### src/rtl/fetch_unit_if.sv
// Instruction memory request/grant/response bus.
// master: fetch side drives imem_req/imem_addr, receives grant and in-order responses.
// slave : memory side.
interface fetch_unit_if #(
  parameter int unsigned DATA_WIDTH = 32
) ();
  logic                  imem_req;
  logic [DATA_WIDTH-1:0] imem_addr;
  logic                  imem_gnt;
  logic                  imem_rvalid;
  logic [DATA_WIDTH-1:0] imem_rdata;

  modport master (
    output imem_req,
    output imem_addr,
    input  imem_gnt,
    input  imem_rvalid,
    input  imem_rdata
  );

  modport slave (
    input  imem_req,
    input  imem_addr,
    output imem_gnt,
    output imem_rvalid,
    output imem_rdata
  );
endinterface

### src/rtl/fetch_unit.sv
// Instruction fetch stage: owns the fetch PC, issues in-order imem requests,
// buffers up to 2 returned instructions and presents the head to IF/ID.
// Ports:
//   clk, rst_n         clock, async active-low reset
//   StallF             downstream not accepting (head held)
//   Redirect/RedirectPC flush buffer and refetch from RedirectPC (word aligned)
//   imem               instruction memory bus (master side)
//   InstrF/PCF/PC_PlusF/ValidF  registered buffer head
module fetch_unit #(
  parameter int unsigned          DATA_WIDTH = 32,
  parameter logic [DATA_WIDTH-1:0] RESET_PC   = '0
) (
  input  logic                  clk,
  input  logic                  rst_n,
  input  logic                  StallF,
  input  logic                  Redirect,
  input  logic [DATA_WIDTH-1:0] RedirectPC,
  fetch_unit_if.master          imem,
  output logic [DATA_WIDTH-1:0] InstrF,
  output logic [DATA_WIDTH-1:0] PCF,
  output logic [DATA_WIDTH-1:0] PC_PlusF,
  output logic                  ValidF
);

  localparam logic [DATA_WIDTH-1:0] NOP   = DATA_WIDTH'(32'h0000_0013);
  localparam logic [DATA_WIDTH-1:0] WORD  = DATA_WIDTH'(4);
  localparam logic [DATA_WIDTH-1:0] ALIGN = ~DATA_WIDTH'(3);

  // Registered state
  logic [DATA_WIDTH-1:0] fetch_pc_q, fetch_pc_d;
  logic [DATA_WIDTH-1:0] tail_instr_q, tail_instr_d;
  logic [DATA_WIDTH-1:0] tail_pc_q, tail_pc_d;
  logic                  tail_valid_q, tail_valid_d;
  logic [DATA_WIDTH-1:0] pcq0_q, pcq0_d, pcq1_q, pcq1_d;
  logic [1:0]            outst_q, outst_d;
  logic [1:0]            discard_q, discard_d;
  logic [DATA_WIDTH-1:0] instr_d, pc_d, pcp_d;
  logic                  valid_d;

  // Combinational helpers
  logic       pop, resp, keep, grant;
  logic [1:0] count, remaining;
  logic [2:0] credit;

  // Next-state and request logic
  always_comb begin
    fetch_pc_d   = fetch_pc_q;
    tail_instr_d = tail_instr_q;
    tail_pc_d    = tail_pc_q;
    tail_valid_d = tail_valid_q;
    pcq0_d       = pcq0_q;
    pcq1_d       = pcq1_q;
    outst_d      = outst_q;
    discard_d    = discard_q;
    instr_d      = InstrF;
    pc_d         = PCF;
    pcp_d        = PC_PlusF;
    valid_d      = ValidF;

    pop    = ValidF && !StallF;
    // A response with nothing outstanding is a protocol error and is ignored.
    resp   = imem.imem_rvalid && (outst_q != 2'd0);
    keep   = resp && (discard_q == 2'd0) && !Redirect;
    count  = 2'(ValidF) + 2'(tail_valid_q);
    credit = 3'(count) + 3'(outst_q);

    // Credit check written as credit < 2 + pop to stay unsigned.
    imem.imem_req  = !Redirect && (credit < (3'd2 + 3'(pop)));
    imem.imem_addr = fetch_pc_q;
    grant          = imem.imem_req && imem.imem_gnt;

    outst_d   = outst_q + 2'(grant) - 2'(resp);
    remaining = outst_q - 2'(resp);

    // Outstanding-address queue: shift on response, append on grant.
    if (resp) pcq0_d = pcq1_q;
    if (grant) begin
      if (remaining == 2'd0) pcq0_d = fetch_pc_q;
      else                   pcq1_d = fetch_pc_q;
    end

    if (grant) fetch_pc_d = fetch_pc_q + WORD;

    if (Redirect) begin
      fetch_pc_d   = RedirectPC & ALIGN;
      // Everything still in flight (minus this cycle's response) is wrong-path.
      discard_d    = remaining;
      valid_d      = 1'b0;
      instr_d      = NOP;
      pc_d         = '0;
      pcp_d        = '0;
      tail_valid_d = 1'b0;
    end else begin
      if (resp && (discard_q != 2'd0)) discard_d = discard_q - 2'd1;

      // Pop first, then push into the first free slot.
      if (pop) begin
        if (tail_valid_q) begin
          valid_d      = 1'b1;
          instr_d      = tail_instr_q;
          pc_d         = tail_pc_q;
          pcp_d        = tail_pc_q + WORD;
          tail_valid_d = 1'b0;
        end else begin
          valid_d = 1'b0;
          instr_d = NOP;
          pc_d    = '0;
          pcp_d   = '0;
        end
      end

      if (keep) begin
        if (valid_d) begin
          tail_valid_d = 1'b1;
          tail_instr_d = imem.imem_rdata;
          tail_pc_d    = pcq0_q;
        end else begin
          valid_d = 1'b1;
          instr_d = imem.imem_rdata;
          pc_d    = pcq0_q;
          pcp_d   = pcq0_q + WORD;
        end
      end
    end
  end

  // State register
  always_ff @(posedge clk or negedge rst_n) begin
    if (!rst_n) begin
      fetch_pc_q   <= RESET_PC;
      tail_instr_q <= '0;
      tail_pc_q    <= '0;
      tail_valid_q <= 1'b0;
      pcq0_q       <= '0;
      pcq1_q       <= '0;
      outst_q      <= 2'd0;
      discard_q    <= 2'd0;
      InstrF       <= NOP;
      PCF          <= '0;
      PC_PlusF     <= '0;
      ValidF       <= 1'b0;
    end else begin
      fetch_pc_q   <= fetch_pc_d;
      tail_instr_q <= tail_instr_d;
      tail_pc_q    <= tail_pc_d;
      tail_valid_q <= tail_valid_d;
      pcq0_q       <= pcq0_d;
      pcq1_q       <= pcq1_d;
      outst_q      <= outst_d;
      discard_q    <= discard_d;
      InstrF       <= instr_d;
      PCF          <= pc_d;
      PC_PlusF     <= pcp_d;
      ValidF       <= valid_d;
    end
  end

endmodule

### src/flat_wrapper.sv
// flat-port wrapper written by rule: the top's interface ports become plain ports
module fetch_unit_flat 
#(
  parameter int unsigned          DATA_WIDTH = 32,
  parameter logic [DATA_WIDTH-1:0] RESET_PC   = '0
)
  (clk, rst_n, StallF, Redirect, RedirectPC, InstrF, PCF, PC_PlusF, ValidF, imem_imem_req, imem_imem_addr, imem_imem_gnt, imem_imem_rvalid, imem_imem_rdata);
  fetch_unit_if #(.DATA_WIDTH(DATA_WIDTH)) imem_i ();
  input  logic clk;
  input  logic rst_n;
  input  logic StallF;
  input  logic Redirect;
  input  logic [DATA_WIDTH-1:0] RedirectPC;
  output logic [DATA_WIDTH-1:0] InstrF;
  output logic [DATA_WIDTH-1:0] PCF;
  output logic [DATA_WIDTH-1:0] PC_PlusF;
  output logic ValidF;
  output wire logic [$bits(imem_i.imem_req)-1:0] imem_imem_req;
  output wire logic [$bits(imem_i.imem_addr)-1:0] imem_imem_addr;
  input wire logic [$bits(imem_i.imem_gnt)-1:0] imem_imem_gnt;
  input wire logic [$bits(imem_i.imem_rvalid)-1:0] imem_imem_rvalid;
  input wire logic [$bits(imem_i.imem_rdata)-1:0] imem_imem_rdata;
  assign imem_imem_req = imem_i.imem_req;
  assign imem_imem_addr = imem_i.imem_addr;
  assign imem_i.imem_gnt = imem_imem_gnt;
  assign imem_i.imem_rvalid = imem_imem_rvalid;
  assign imem_i.imem_rdata = imem_imem_rdata;
  fetch_unit #(.DATA_WIDTH(DATA_WIDTH), .RESET_PC(RESET_PC)) u_core (.clk(clk), .rst_n(rst_n), .StallF(StallF), .Redirect(Redirect), .RedirectPC(RedirectPC), .imem(imem_i), .InstrF(InstrF), .PCF(PCF), .PC_PlusF(PC_PlusF), .ValidF(ValidF));
endmodule
### config.mk
export PLATFORM = sky130hd
export DESIGN_NAME = fetch_unit_flat
export DESIGN_NICKNAME = d
export VERILOG_FILES = /design/src/rtl/fetch_unit_if.sv /design/src/rtl/fetch_unit.sv /design/src/flat_wrapper.sv
export SDC_FILE = /design/constraint.sdc
export NUM_CORES = 1
export LEC_CHECK = 0
export CAP_MARGIN = 20
export CORE_ASPECT_RATIO = 0.5
export CORE_MARGIN = 10
export CORE_UTILIZATION = 49
export CTS_CLUSTER_SIZE = 12
export DETAILED_ROUTE_END_ITERATION = 10
export GPL_TIMING_DRIVEN = 0
export PLACE_DENSITY = 0.77
export SYNTH_ARGS = -nofsm -noshare
export SYNTH_HDL_FRONTEND = slang
export SYNTH_SLANG_ARGS = --single-unit
### constraint.sdc
create_clock -name clk -period 2.75 [get_ports clk]
set_clock_uncertainty 0.15 [all_clocks]
set_input_delay 0.6875 -clock clk [delete_from_list [all_inputs] [get_ports clk]]
set_output_delay 0.6875 -clock clk [all_outputs]
set_load 0.005 [all_outputs]
==> impl_metrics.py <==
metrics = {
    "status": {
        "outcome": "complete, but fails checks",
        "violations": "setup timing",
    },
    "detailed_routing": {
        "drtIter0Drc": 1384,
        "wire_per_inst_microns": 24.3,
        "drt_first_pass_iters": 5,
        "num_vias": 12000,
        "drc": 0,
        "drt-total-wl_microns": 46700,
        "antenna_left": 0,
        "avgViaCountPerCell": 6.24,
    },
    "grt": {
        "antenna_found_initial": 1,
        "grt_pass1_vias": 11800,
        "grt_pass1_wl_microns": 69500,
        "grt_max_degree": 122,
        "grt_use_total_pct": 26.0,
        "grt_overflow": 0,
    },
    "worst_setup_path": {
        "endpoint": "imem_imem_req",
        "reg2regPathDepth": 10,
        "cp_max_fo": 2,
        "startpoint_type": "flop",
        "crit_chain": "fa_1 -> or3b_4 -> a211oi_4 -> buf_2",
        "worst-path-stages": 4,
        "cp-end-kind": "output pin",
        "path_class": "reg2out",
        "timing.rr.start": "u_core.ValidF",
        "crit_buf_inv": 1,
        "cp.arrival_ns": 2.34,
        "required_ns": 1.91,
        "crit_family": "adder cells",
        "cp_slowest_cell": "fa_1",
        "r2r-end": "u_core.imem.imem_addr[26]",
        "r2r_slack_ns": -0.36,
        "critical_path.startpoint": "u_core.ValidF",
        "cpPeakStageDelay_ns": 0.50,
    },
    "logic_synthesis": {
        "async_flop_share_pct": 100,
        "synth_simple_gate_area_share_pct": 18.7,
        "synthXorXnorAreaFrac_pct": 4.55,
        "synth-edff-count": 0,
        "yosysMostFrequentCell": "dfrtp_1",
        "netlist_top_cells_area": "dfrtp_1 (50%), mux2_2 (7.7%), nand2_1 (4.9%)",
        "ys_warn_count": 0,
        "yosysUniqueCellTypes": 62,
        "ys_ff_latch": 258,
        "synthFlopType": "dfrtp_1",
        "ys_seq_area_share_pct": 50.1,
        "yosysTopAreaCell": "dfrtp_1",
        "synth_top_family_by_area": "simple AND/OR/NAND/NOR gates",
        "syn-cell-area_sq_um": 12900,
        "synthTopCellsByCount": "dfrtp_1 (255), nand2_1 (168), nor2_1 (120), clkbuf_1 (90), mux2_2 (88)",
        "synth_top_area_share_pct": 49.5,
        "syn_inst": 1311,
        "synth-compound-area-share_pct": 13.1,
        "synthAdderAreaFrac_pct": 0.835,
        "syn_area_per_cell_sq_um": 9.83,
        "synth.area.mux_share_pct": 8.39,
    },
    "power": {
        "p_sw_share_pct": 33.9,
        "total_power_mw": 12.5,
        "leakage_nw": 7.14,
        "combPwrFrac_pct": 28.7,
        "seq_power_share_pct": 43.6,
        "p_clk_share_pct": 27.7,
        "intPower_mw": 8.27,
        "vdd_drop_max_mv": 0.570,
        "powerDensity_nw_per_um2": 741,
        "p_switching_mw": 4.23,
    },
    "timing": {
        "grt_setup_unrepaired": "yes",
        "hold_viol": 0,
        "max_slew_margin_pct": 18.5,
        "fmax_mhz": 315,
        "worst_slew_pin_slew_ns": 1.22,
        "period_share_pct": 115,
        "finalMaxSlewViolations": 0,
        "layout_setup_ws_ns": -0.425,
        "period_minus_slack_ns": 3.18,
        "setup-violations-final": 48,
    },
    "cts": {
        "numCtsBuffers": 26,
        "cts.path.max_buffers": 3,
        "htree_levels": 1,
        "cts_tree": "built",
        "clkSlewWorstSetupHoldPaths_ns": 0.06,
        "insertion_delay_ns": 0.55,
        "cts.sinks": 258,
        "clockRootBuffer": "clkbuf_16",
    },
    "finish": {
        "fillers": 1964,
        "post-route-cell-area_sq_um": 16900,
        "final_nets": 1644,
        "multi_input_area_sq_um": 6210,
        "seq_area_sq_um": 6460,
        "drive_gt1_share_pct": 15.8,
        "synthToLayoutAreaGrowth_pct": 30.9,
    },
    "floorplanning": {
        "fp.dieArea_sq_um": 33600,
        "core-area_sq_um": 25500,
        "initial_core_util_pct": 50.5,
        "die_h_microns": 135,
        "io-pin-count": 200,
        "fp-row-count": 41,
        "fp.dieW_microns": 249,
    },
    "place": {
        "place_area_sq_um": 15400,
        "portBuffers": 193,
        "routabilityCongestion": 0.946,
        "dp_hpwl_microns": 32700,
    },
    "run": {
        "maxCapViolations": 0,
    },
    "worst_hold_path": {
        "worstHoldPathType": "reg2reg",
    },
}
-- cell families (layout without fill, tap and decap cells) --
| logic type | after synthesis | in the layout |
|---|---|---|
| mux | 97 | 97 |
| compound gates | 235 | 235 |
| buf+inv | 135 | 399 |
| other cells | 1 | 3 |
| xor+xnor | 67 | 67 |
| flops | 258 | 258 |
| fa+ha+maj | 8 | 8 |
| simple gates | 510 | 510 |
-- worst min-delay path: stages, from the launching register on --
cell	delay [ns]
dfrtp_1	0.34
nand2_1	0.04
o21ai_0	0.06
-- flip-flops by register name (all words and copies together), names as in the netlist --
| signal | count |
|---|---|
| u_core.PCF | 32 |
| u_core.pcq1_q | 30 |
| u_core.imem.imem_addr | 30 |
| u_core.PC_PlusF | 32 |
| u_core.ValidF | 1 |
| u_core.pcq0_q | 32 |
| u_core.tail_pc_q | 32 |
| u_core.discard_q | 2 |
| u_core.InstrF | 32 |
| u_core.tail_valid_q | 1 |
| u_core.tail_instr_q | 32 |
| u_core.outst_q | 2 |
-- power groups by stage --
stage          logic [mW]  clock network [mW]  registers [mW]
2_1_floorplan        1.90                   0            5.12
3_3_place_gp         3.02                   0            5.40
3_5_place_dp         3.11                   0            5.42
4_1_cts              3.31                3.46            5.35
5_1_grt              3.88                3.64            5.52
6_report             3.59                3.46            5.45
-- worst min path at each step --
| stage | from | slack, ns | depth (start not counted) | endpoint |
|---|---|---|---|---|
| finish | u_core.pcq1_q[19] | 0.34 | 2 | u_core.pcq1_q[19] |
| global route | u_core.tail_instr_q[13] | 0.37 | 1 | u_core.tail_instr_q[13] |
| CTS | u_core.pcq1_q[19] | 0.34 | 2 | u_core.pcq1_q[19] |
| detailed placement | u_core.pcq1_q[19] | 0.32 | 2 | u_core.pcq1_q[19] |
| global placement | u_core.pcq1_q[30] | 0.32 | 2 | u_core.pcq1_q[30] |
| floorplan | rst_n | 0.24 | 0 | u_core.InstrF[10] |
-- area by class of cell --
cell class	count	area share, %
Clock buffer	37	4.46
Multi-Input combinational cell	919	36.8
Timing Repair Buffer	228	13.7
Clock inverter	1	0.178
Antenna cell	1	0.0148
Buffer	113	3.49
Tap cell	344	2.55
Sequential cell	258	38.3
Inverter	20	0.445
-- timing repair --
item,CTS,global route
hold buffers,1,0
buffers inserted,16,15
gates resized for setup,79,68
gates cloned,1,2
pin swaps,25,20
endpoints found under the hold margin,69,0
setup endpoints to repair,151,174
-- metal layers --
metal / vias up / wire length (microns) / global-route usage (%)
met3: 84 / 4280 / 6.30
met5: - / 0 / 0
met4: 0 / 1120 / 6.53
met2: 619 / 21800 / 41.8
met1: 6029 / 19400 / 34.7
li1: 5247 / - / -
-- metrics by stage --
stage	utilization (%)	hold slack, ns	std cells	setup slack (ns)	TNS, ns
6_report	66.0	0.337	1921	-0.425	-5.12
5_1_grt	66.0	0.370	1921	-0.477	-9.40
4_1_cts	64.8	0.338	1906	-0.399	-5.34
3_3_place_gp	60.1	0.317	1849	-9.99	-2678.81
3_5_place_dp	60.3	0.323	1851	-0.781	-118.97
2_1_floorplan	-	0.242	1312	0.0165	0
-- cells in the final DEF (no fill, tap or decap), types with 4 or more instances in the layout --
cell type and count:
dfrtp_1 253, clkdlybuf4s50_1 190, nand2_1 167, nor2_1 115, mux2_2 86, clkbuf_1 71
nand3_1 62, nor3_1 37, a311oi_1 36, xor2_1 35, nand4_1 34, a221oi_1 32
a211oi_1 32, clkbuf_16 30, xnor2_1 29, a31oi_1 29, and3_1 27, o21ai_1 26
o21ai_0 26, buf_4 22, a21oi_1 21, inv_1 19, clkbuf_2 19, buf_2 14
buf_6 13, nor4_1 12, nor4_4 11, and4_1 10, mux2i_1 9, o31a_1 7
buf_8 6, and2_1 6, ha_1 5, a22oi_1 4, clkbuf_8 4
Power figures use the tool's default switching activity.
